$ cat src/rtl/regfile_scan_ctrl_if.sv
// Register-file port bus borrowed by the scan sequencer: ownership handshake
// plus one asynchronous read port and one write port.
interface regfile_scan_ctrl_if #(
   parameter int SIZE  = 16,
   parameter int WIDTH = 32
);
   localparam int AW = $clog2(SIZE);

   logic             portReq;
   logic             portGnt;
   logic [AW-1:0]    rdAddr;
   logic [WIDTH-1:0] rdData;
   logic             wrEnable;
   logic [AW-1:0]    wrAddr;
   logic [WIDTH-1:0] wrData;

   modport master (
      output portReq, rdAddr, wrEnable, wrAddr, wrData,
      input  portGnt, rdData
   );

   modport slave (
      input  portReq, rdAddr, wrEnable, wrAddr, wrData,
      output portGnt, rdData
   );
endinterface

$ cat src/rtl/regfile_scan_ctrl.sv
// Diagnostic scan sequencer: walks every register in ascending order, shifts each
// word out MSB-first and optionally writes the shifted-in word back (never reg 0).
module regfile_scan_ctrl #(
   parameter int SIZE  = 16,
   parameter int WIDTH = 32
) (
   input  logic clk,
   input  logic rst,
   input  logic scanStart,
   input  logic scanWrite,
   input  logic scanAbort,
   output logic scanBusy,
   output logic scanDone,
   input  logic sEnable,
   input  logic sIn,
   output logic sOut,
   regfile_scan_ctrl_if.master rf
);
   localparam int AW = $clog2(SIZE);
   localparam int BW = $clog2(WIDTH) + 1;

   typedef enum logic [2:0] {IDLE, REQ, LOAD, SHIFT, WRITE, DONE} state_t;

   state_t           state, nxt;
   logic [AW-1:0]    addr;
   logic [WIDTH-1:0] shiftReg;
   logic [BW-1:0]    bitCnt;
   logic             writeBack;
   logic             shiftEn, lastBit, lastAddr;

   assign lastAddr = (addr == AW'(SIZE - 1));
   assign lastBit  = (bitCnt == BW'(WIDTH - 1));
   assign shiftEn  = (state == SHIFT) && rf.portGnt && sEnable && !scanAbort;

   assign sOut        = shiftReg[WIDTH-1];
   assign rf.rdAddr   = addr;
   assign rf.wrEnable = (state == WRITE) && rf.portGnt && !scanAbort;
   assign rf.wrAddr   = (state == WRITE) ? addr : '0;
   assign rf.wrData   = (state == WRITE) ? shiftReg : '0;

   // Abort outranks everything outside IDLE; every advance past REQ needs the grant.
   always_comb begin
      nxt = state;
      if (state != IDLE && scanAbort) begin
         nxt = IDLE;
      end else begin
         case (state)
            IDLE:  if (scanStart && !scanAbort) nxt = REQ;
            REQ:   if (rf.portGnt) nxt = LOAD;
            LOAD:  if (rf.portGnt) nxt = SHIFT;
            SHIFT: begin
               if (shiftEn && lastBit) begin
                  if (writeBack && addr != '0) nxt = WRITE;
                  else if (lastAddr)           nxt = DONE;
                  else                         nxt = LOAD;
               end
            end
            WRITE: if (rf.portGnt) nxt = lastAddr ? DONE : LOAD;
            DONE:  nxt = IDLE;
            default: nxt = IDLE;
         endcase
      end
   end

   always_ff @(posedge clk or negedge rst) begin
      if (!rst) begin
         state      <= IDLE;
         addr       <= '0;
         shiftReg   <= '0;
         bitCnt     <= '0;
         writeBack  <= 1'b0;
         scanBusy   <= 1'b0;
         scanDone   <= 1'b0;
         rf.portReq <= 1'b0;
      end else begin
         state      <= nxt;
         scanBusy   <= (nxt != IDLE);
         scanDone   <= (nxt == DONE);
         rf.portReq <= (nxt == REQ) || (nxt == LOAD) || (nxt == SHIFT) || (nxt == WRITE);
         if (state == IDLE && nxt == REQ) begin
            writeBack <= scanWrite;
            addr      <= '0;
         end
         if (state == LOAD && nxt == SHIFT) begin
            shiftReg <= rf.rdData;
            bitCnt   <= '0;
         end
         if (shiftEn) begin
            shiftReg <= {shiftReg[WIDTH-2:0], sIn};
            bitCnt   <= bitCnt + BW'(1);
         end
         if ((state == SHIFT || state == WRITE) && nxt == LOAD) begin
            addr <= addr + AW'(1);
         end
      end
   end
endmodule

$ cat src/flat_wrapper.sv
// flat-port wrapper written by rule: the top's interface ports become plain ports
module regfile_scan_ctrl_flat 
#(
   parameter int SIZE  = 16,
   parameter int WIDTH = 32
)
  (clk, rst, scanStart, scanWrite, scanAbort, scanBusy, scanDone, sEnable, sIn, sOut, rf_portReq, rf_rdAddr, rf_wrEnable, rf_wrAddr, rf_wrData, rf_portGnt, rf_rdData);
  regfile_scan_ctrl_if #(.SIZE(SIZE), .WIDTH(WIDTH)) rf_i ();
  input  logic clk;
  input  logic rst;
  input  logic scanStart;
  input  logic scanWrite;
  input  logic scanAbort;
  output logic scanBusy;
  output logic scanDone;
  input  logic sEnable;
  input  logic sIn;
  output logic sOut;
  output wire logic [$bits(rf_i.portReq)-1:0] rf_portReq;
  output wire logic [$bits(rf_i.rdAddr)-1:0] rf_rdAddr;
  output wire logic [$bits(rf_i.wrEnable)-1:0] rf_wrEnable;
  output wire logic [$bits(rf_i.wrAddr)-1:0] rf_wrAddr;
  output wire logic [$bits(rf_i.wrData)-1:0] rf_wrData;
  input wire logic [$bits(rf_i.portGnt)-1:0] rf_portGnt;
  input wire logic [$bits(rf_i.rdData)-1:0] rf_rdData;
  assign rf_portReq = rf_i.portReq;
  assign rf_rdAddr = rf_i.rdAddr;
  assign rf_wrEnable = rf_i.wrEnable;
  assign rf_wrAddr = rf_i.wrAddr;
  assign rf_wrData = rf_i.wrData;
  assign rf_i.portGnt = rf_portGnt;
  assign rf_i.rdData = rf_rdData;
  regfile_scan_ctrl #(.SIZE(SIZE), .WIDTH(WIDTH)) u_core (.clk(clk), .rst(rst), .scanStart(scanStart), .scanWrite(scanWrite), .scanAbort(scanAbort), .scanBusy(scanBusy), .scanDone(scanDone), .sEnable(sEnable), .sIn(sIn), .sOut(sOut), .rf(rf_i));
endmodule
$ cat config.mk
export PLATFORM = sky130hd
export DESIGN_NAME = regfile_scan_ctrl_flat
export DESIGN_NICKNAME = d
export VERILOG_FILES = /design/src/rtl/regfile_scan_ctrl_if.sv /design/src/rtl/regfile_scan_ctrl.sv /design/src/flat_wrapper.sv
export SDC_FILE = /design/constraint.sdc
export NUM_CORES = 1
export LEC_CHECK = 0
export CORE_MARGIN = 5
export CORE_UTILIZATION = 30
export DETAILED_ROUTE_END_ITERATION = 7
export MAX_ROUTING_LAYER = met4
export SLEW_MARGIN = 40
export SYNTH_ARGS = -nofsm -noshare
export SYNTH_HDL_FRONTEND = slang
export SYNTH_SLANG_ARGS = --single-unit
$ cat constraint.sdc
create_clock -name clk -period 2.3 [get_ports clk]
set_clock_uncertainty 0.1 [all_clocks]
set_input_delay 0.23 -clock clk [delete_from_list [all_inputs] [get_ports clk]]
set_output_delay 0.23 -clock clk [all_outputs]
set_load 0.005 [all_outputs]
## Word level (Yosys, flattened, before mapping)

Cells that the tools add are included.

| word-level totals | value |
|---|---|
| register bits | 49 |
| bits of input ports | 40 |
| output and inout port bits | 45 |
| word-level logic and storage cells | 61 |

| cells by class | value |
|---|---|
| add/sub/neg operators | 2 |
| equality and inequality tests | 11 |
| multiplexer cells | 17 |
| reductions and logical operators | 23 |

Operators with widths:

| kind | count |
|---|---|
| two-way mux 32 bit | 3 |
| two-way mux 3 bit | 8 |
| case mux 3 bit (5 select lines) | 1 |
| == test 3 x 2 -> 1 bit, second input constant | 4 |
| logical AND 1 bit | 12 |
| two-way mux 4 bit | 3 |
| two-way mux 6 bit | 2 |
| == test 3 bit, second input constant | 3 |
| adder 6 x 1 -> 6 bit, second input constant | 1 |
| == test 3 x 1 -> 1 bit, second input constant | 2 |
| == test 6 x 5 -> 1 bit, second input constant | 1 |
| nonzero test 3 bit | 2 |
| adder 4 x 1 -> 4 bit, second input constant | 1 |
| == test 4 bit, second input constant | 1 |
| logical OR 1 bit | 4 |
| nonzero test 2 bit | 2 |
| nonzero test 4 bit | 1 |
| logical NOT 3 bit | 1 |
| logical NOT 1 bit | 1 |

## Depth between registers and ports, before layout

| logic depth | value |
|---|---|
| depth after elaboration | 12 |
| depth in mapped cells | 8 |
| depth with buffers taken out | 7 |

## Worst setup path before layout

OpenSTA, ideal clock, no wires.

| timing path | value |
|---|---|
| kind | reg-to-reg |
| start | reg u_core.addr[0] (netlist: u_core.rf.rdAddr[0]) |
| end | reg u_core.addr[3] (netlist: u_core.rf.rdAddr[3]) |
| library setup time | 0.079 ns |
| arrival | 1.836 ns |
| required time | 2.121 ns |
| path slack | 0.284 ns |
| cell stages (with the launch flop) | 7 |
| path buffers | 0 |
| period minus slack after synthesis | 2.016 ns |
| cell sequence | dfrtp_1 ha_1 and4b_1 nor4_2 o21ai_1 a2111oi_1 mux2i_1 |

| on the way | value |
|---|---|
| longest elaborated chain between the ends | 9 |
| elaborated cells between the ends (all ways) | 16 |
| those cells by class | 1 x add/sub; 3 x eq/ne; 7 x mux; 5 x reduce/logical |

Ends and longest elaborated chain:

| element | line | text |
|---|---|---|
| start: declaration | regfile_scan_ctrl.sv:25 | `logic [AW-1:0] addr;` |
| start signal: assignment | regfile_scan_ctrl.sv:93 | `addr <= addr + AW'(1);` |
| == test 4 bit / nonzero test 4 bit (equally long branches) | regfile_scan_ctrl.sv:31, regfile_scan_ctrl.sv:53 |  |
| two-way mux 3 bit / logical AND 1 bit (equally long branches) | regfile_scan_ctrl.sv:54, regfile_scan_ctrl.sv:58, regfile_scan_ctrl.sv:53 |  |
| two-way mux 3 bit | regfile_scan_ctrl.sv:53 | `if (writeBack && addr != '0) nxt = WRITE;` |
| two-way mux 3 bit | regfile_scan_ctrl.sv:52 | `if (shiftEn && lastBit) begin` |
| case mux 3 bit (5 select lines) | regfile_scan_ctrl.sv:47 | `case (state)` |
| two-way mux 3 bit | regfile_scan_ctrl.sv:44 | `if (state != IDLE && scanAbort) begin` |
| == test 3 x 2 -> 1 bit / == test 3 x 1 -> 1 bit (equally long branches) | regfile_scan_ctrl.sv:92, regfile_scan_ctrl.sv:80 |  |
| logical AND 1 bit, on equally long branches | regfile_scan_ctrl.sv:92, regfile_scan_ctrl.sv:80 |  |
| two-way mux 4 bit / nonzero test 2 bit (equally long branches) | -- |  |

Parallel ways exist; a longest one is shown, timed or not.
A chain may end at the register's enable or synchronous reset.

## Worst setup path in the final report

| timing path | value |
|---|---|
| start | reg u_core.state[1] |
| end | out rf_wrData[22] |

| on the way | value |
|---|---|
| longest elaborated chain between the ends | 2 |

Ends and longest elaborated chain:

| element | line | text |
|---|---|---|
| start: declaration | regfile_scan_ctrl.sv:24 | `state_t state, nxt;` |
| start signal: assignment | regfile_scan_ctrl.sv:76 | `state <= nxt;` |
| == test 3 bit | regfile_scan_ctrl.sv:39 | `assign rf.wrData = (state == WRITE) ? shiftReg : '0;` |
| two-way mux 32 bit | regfile_scan_ctrl.sv:39 |  |
| end: declaration | flat_wrapper.sv:23 | `output wire logic [$bits(rf_i.wrData)-1:0] rf_wrData;` |

Every way passes these cells.

==> metrics.txt <==
outcome=completed; Critical path destination=rf_wrData[22]; Worst Max-Slew Pin Slew=0.566 ns; CP Launch Type=flip-flop; RD Place Congestion=0.870; synthesized instance count=288; DRC errors left=0; slowest CP cell=dfrtp_2; CP top delay family=buffers and inverters; Power per Cell Area=737 nW/um2; register area share after synthesis=44.0%; Psw=0.000963 W; cell taking the most area after synthesis=dfrtp_1; Fmax=448 MHz; CTS tree=yes; Clk network pwr share=23.5%; Die Wd=106 um; Reg2Reg Depth=6; Avg WL per Cell=14.1 um; slowest stage delay, CP=0.50 ns; CP Capture Type=output port; clock buffer depth=2; I/O pin count=85; synth cell count leaders=49 x dfrtp_1, 44 x nand2_1, 40 x and2_1, 37 x o21ai_0, 36 x mux2i_1; Post-synth EDFFs=0; Peak VDD IR=0.301 mV; share of layout cells above drive strength 1=12.7%; cell area after synthesis=2780 um2; Synth top area share=44.0%; Area Overhead vs Synth=49.5%; Initial Utilization=30.4%; flops & latches, synth=49; Via density=4.69; CP bufs+invs=3; Num CTS Buffers=5; clock slew at reported path FFs=0.09 ns; GRT Util Overall=12.4%; Slew Limit Fails=0; Antenna Nets Post-Route=0; final period utilization=97.1%; ranking of synthesized cells by area=dfrtp_1 44%, mux2i_1 13%, and2_1 9.0%; Cell Int Power=0.00210 W; critical path class=reg2out; Rows=35; Synth cell types=46; Placed Instances=480; full die area=11300 um2; count leader, synth=dfrtp_1; drt initial violations=92; vias in the first global route=2235; Worst-Skew Late Latency=0.29 ns; headroom to the max-slew limit=62.3%; total grt overflow=0; HPWL after DPL=5010 um; clk sink count=49; Final Setup Violations=0; vias post-DR=2329; core area=9150 um2; fin nets=428; Reg power frac=48.0%; fillers=883; H-Tree Depth=2; Tot Pwr=0.00307 W; worst path arrival time=1.90 ns; Root Buffer Master=clkbuf_8; total wire length=7030 um; Final Util=45.5%; global-route wire length before repair=11300 um; CP Depth=5; Sw Share=31.4%; Top FF cell, synth=dfrtp_1; reg2reg start=u_core.rf.rdAddr[0]; Comb pwr share=28.5%; n_diodes=0; worst r2r dst=u_core.rf.rdAddr[1]; Fin. Hold Viols=0; DRT Pass-1 Iters=4; synthesized net count=331; minimum clock period=2.23 ns; port bufs=84; initial antenna violation count=0; crit path cell chain=nor3b_4 -> buf_6 -> clkbuf_16 -> and2_1 -> clkdlybuf4s50_1; syn_area_per_cell=9.67 um2; R2R setup slack=0.15 ns; Die Ht=106 um; Warnings, synthesis=0; LEAKAGE=2.45 nW; Post-synth ARST share=100%; Max Cap Viol=0; RSZ-0062 raised after global routing=yes; critical path fanouts, max=8; CP startpoint=u_core.state[1]; WP data required=1.97 ns; Hold Crit Class=in2async; pin count of the biggest net entering global routing=57; final cell count without fillers=497
## layer usage
metal  track usage, %  part of all wire [%]
met2             20.2                    47
met3             2.37                   4.9
met4             2.22                  0.73
met1             16.4                    48
met5                -                     0
## cell families (layout without fill, tap and decap cells)
kind of cell    after synthesis  after routing  synth area share [%]
compound gates               57             57                  12.7
xor+xnor                      2              2                 0.629
fa+ha+maj                     3              3                  1.35
simple gates                117            117                  24.0
buf+inv                      23            121                  3.87
mux                          37             37                  13.3
flops                        49             49                  44.0
## stage by stage
step,TNS (ns),hold WS (ns),instance area [um2],setup WS (ns)
2_1_floorplan,0,-0.166,2780,0.284
3_3_place_gp,0,0.251,3810,0.0448
3_5_place_dp,-0.0106,0.247,3810,-0.0106
4_1_cts,0,0.374,3970,0.00121
5_1_grt,-0.0235,0.343,4160,-0.0235
6_report,0,0.312,4160,0.0676
## repair_timing
| item | CTS | global route |
|---|---|---|
| pin swaps | 1 | 2 |
| endpoints found under the setup margin | 37 | 41 |
| hold endpoints to repair | 31 | 0 |
| cloned | 0 | 1 |
| resized for setup | 5 | 41 |
| hold buffers | 1 | 0 |
| setup buffers | 0 | 7 |
## state kept, by name (all words and copies together), names as in the netlist
signal / cells
u_core.shiftReg: 32
u_core.bitCnt: 6
u_core.rf.rdAddr: 4
u_core.state: 3
u_core.rf.portReq: 1
u_core.scanBusy: 1
u_core.scanDone: 1
u_core.writeBack: 1
## worst min path at each step
stage,depth (start not counted),to,from
finish,2,u_core.shiftReg[14],rst
global route,2,u_core.shiftReg[15],rst
CTS,3,u_core.shiftReg[0],sIn
global placement,1,u_core.shiftReg[15],rst
floorplan,0,u_core.bitCnt[0],rst
detailed placement,1,u_core.shiftReg[14],rst
## cell usage in the layout (no fill, tap or decap), types with 2 or more instances in the layout
master	synthesis	routed
nor2_1	5	5
and2_1	40	40
dlymetal6s2s_1	0	35
clkbuf_8	0	5
ha_1	3	3
dfrtp_2	0	3
clkdlybuf4s50_1	0	48
a21oi_1	6	6
nor3b_4	1	2
inv_1	6	6
o21ai_1	3	2
bufinv_16	0	2
buf_12	0	2
dfrtp_1	49	46
and3_1	2	2
a211oi_2	2	2
buf_4	2	17
mux2i_1	36	36
nor2b_1	3	3
buf_8	0	2
nand2_1	44	43
o21ai_0	37	37
a2111oi_2	1	2
nand3_1	5	5
nand2_2	1	2
nand2b_1	3	3
## power groups by stage
stage | Combinational (W) | Clock, W | Sequential (W)
3_5_place_dp | 0.000862 | 0 | 0.00149
5_1_grt | 0.000996 | 0.000784 | 0.00153
2_1_floorplan | 0.000597 | 0 | 0.00139
3_3_place_gp | 0.000839 | 0 | 0.00147
6_report | 0.000876 | 0.000720 | 0.00147
4_1_cts | 0.000868 | 0.000755 | 0.00148
## area by class of cell
type | instances | area (um2) | share of cell area [%]
clock buffer | 5 | 68.8 | 1.65
clock inverter | 3 | 65.1 | 1.56
multi-input combinational | 216 | 1470 | 35.4
inverter | 6 | 22.5 | 0.541
timing repair buffer | 107 | 1160 | 27.9
sequential | 49 | 1230 | 29.6
tap | 111 | 139 | 3.34
No activity file was read; power rests on OpenSTA's default activity.
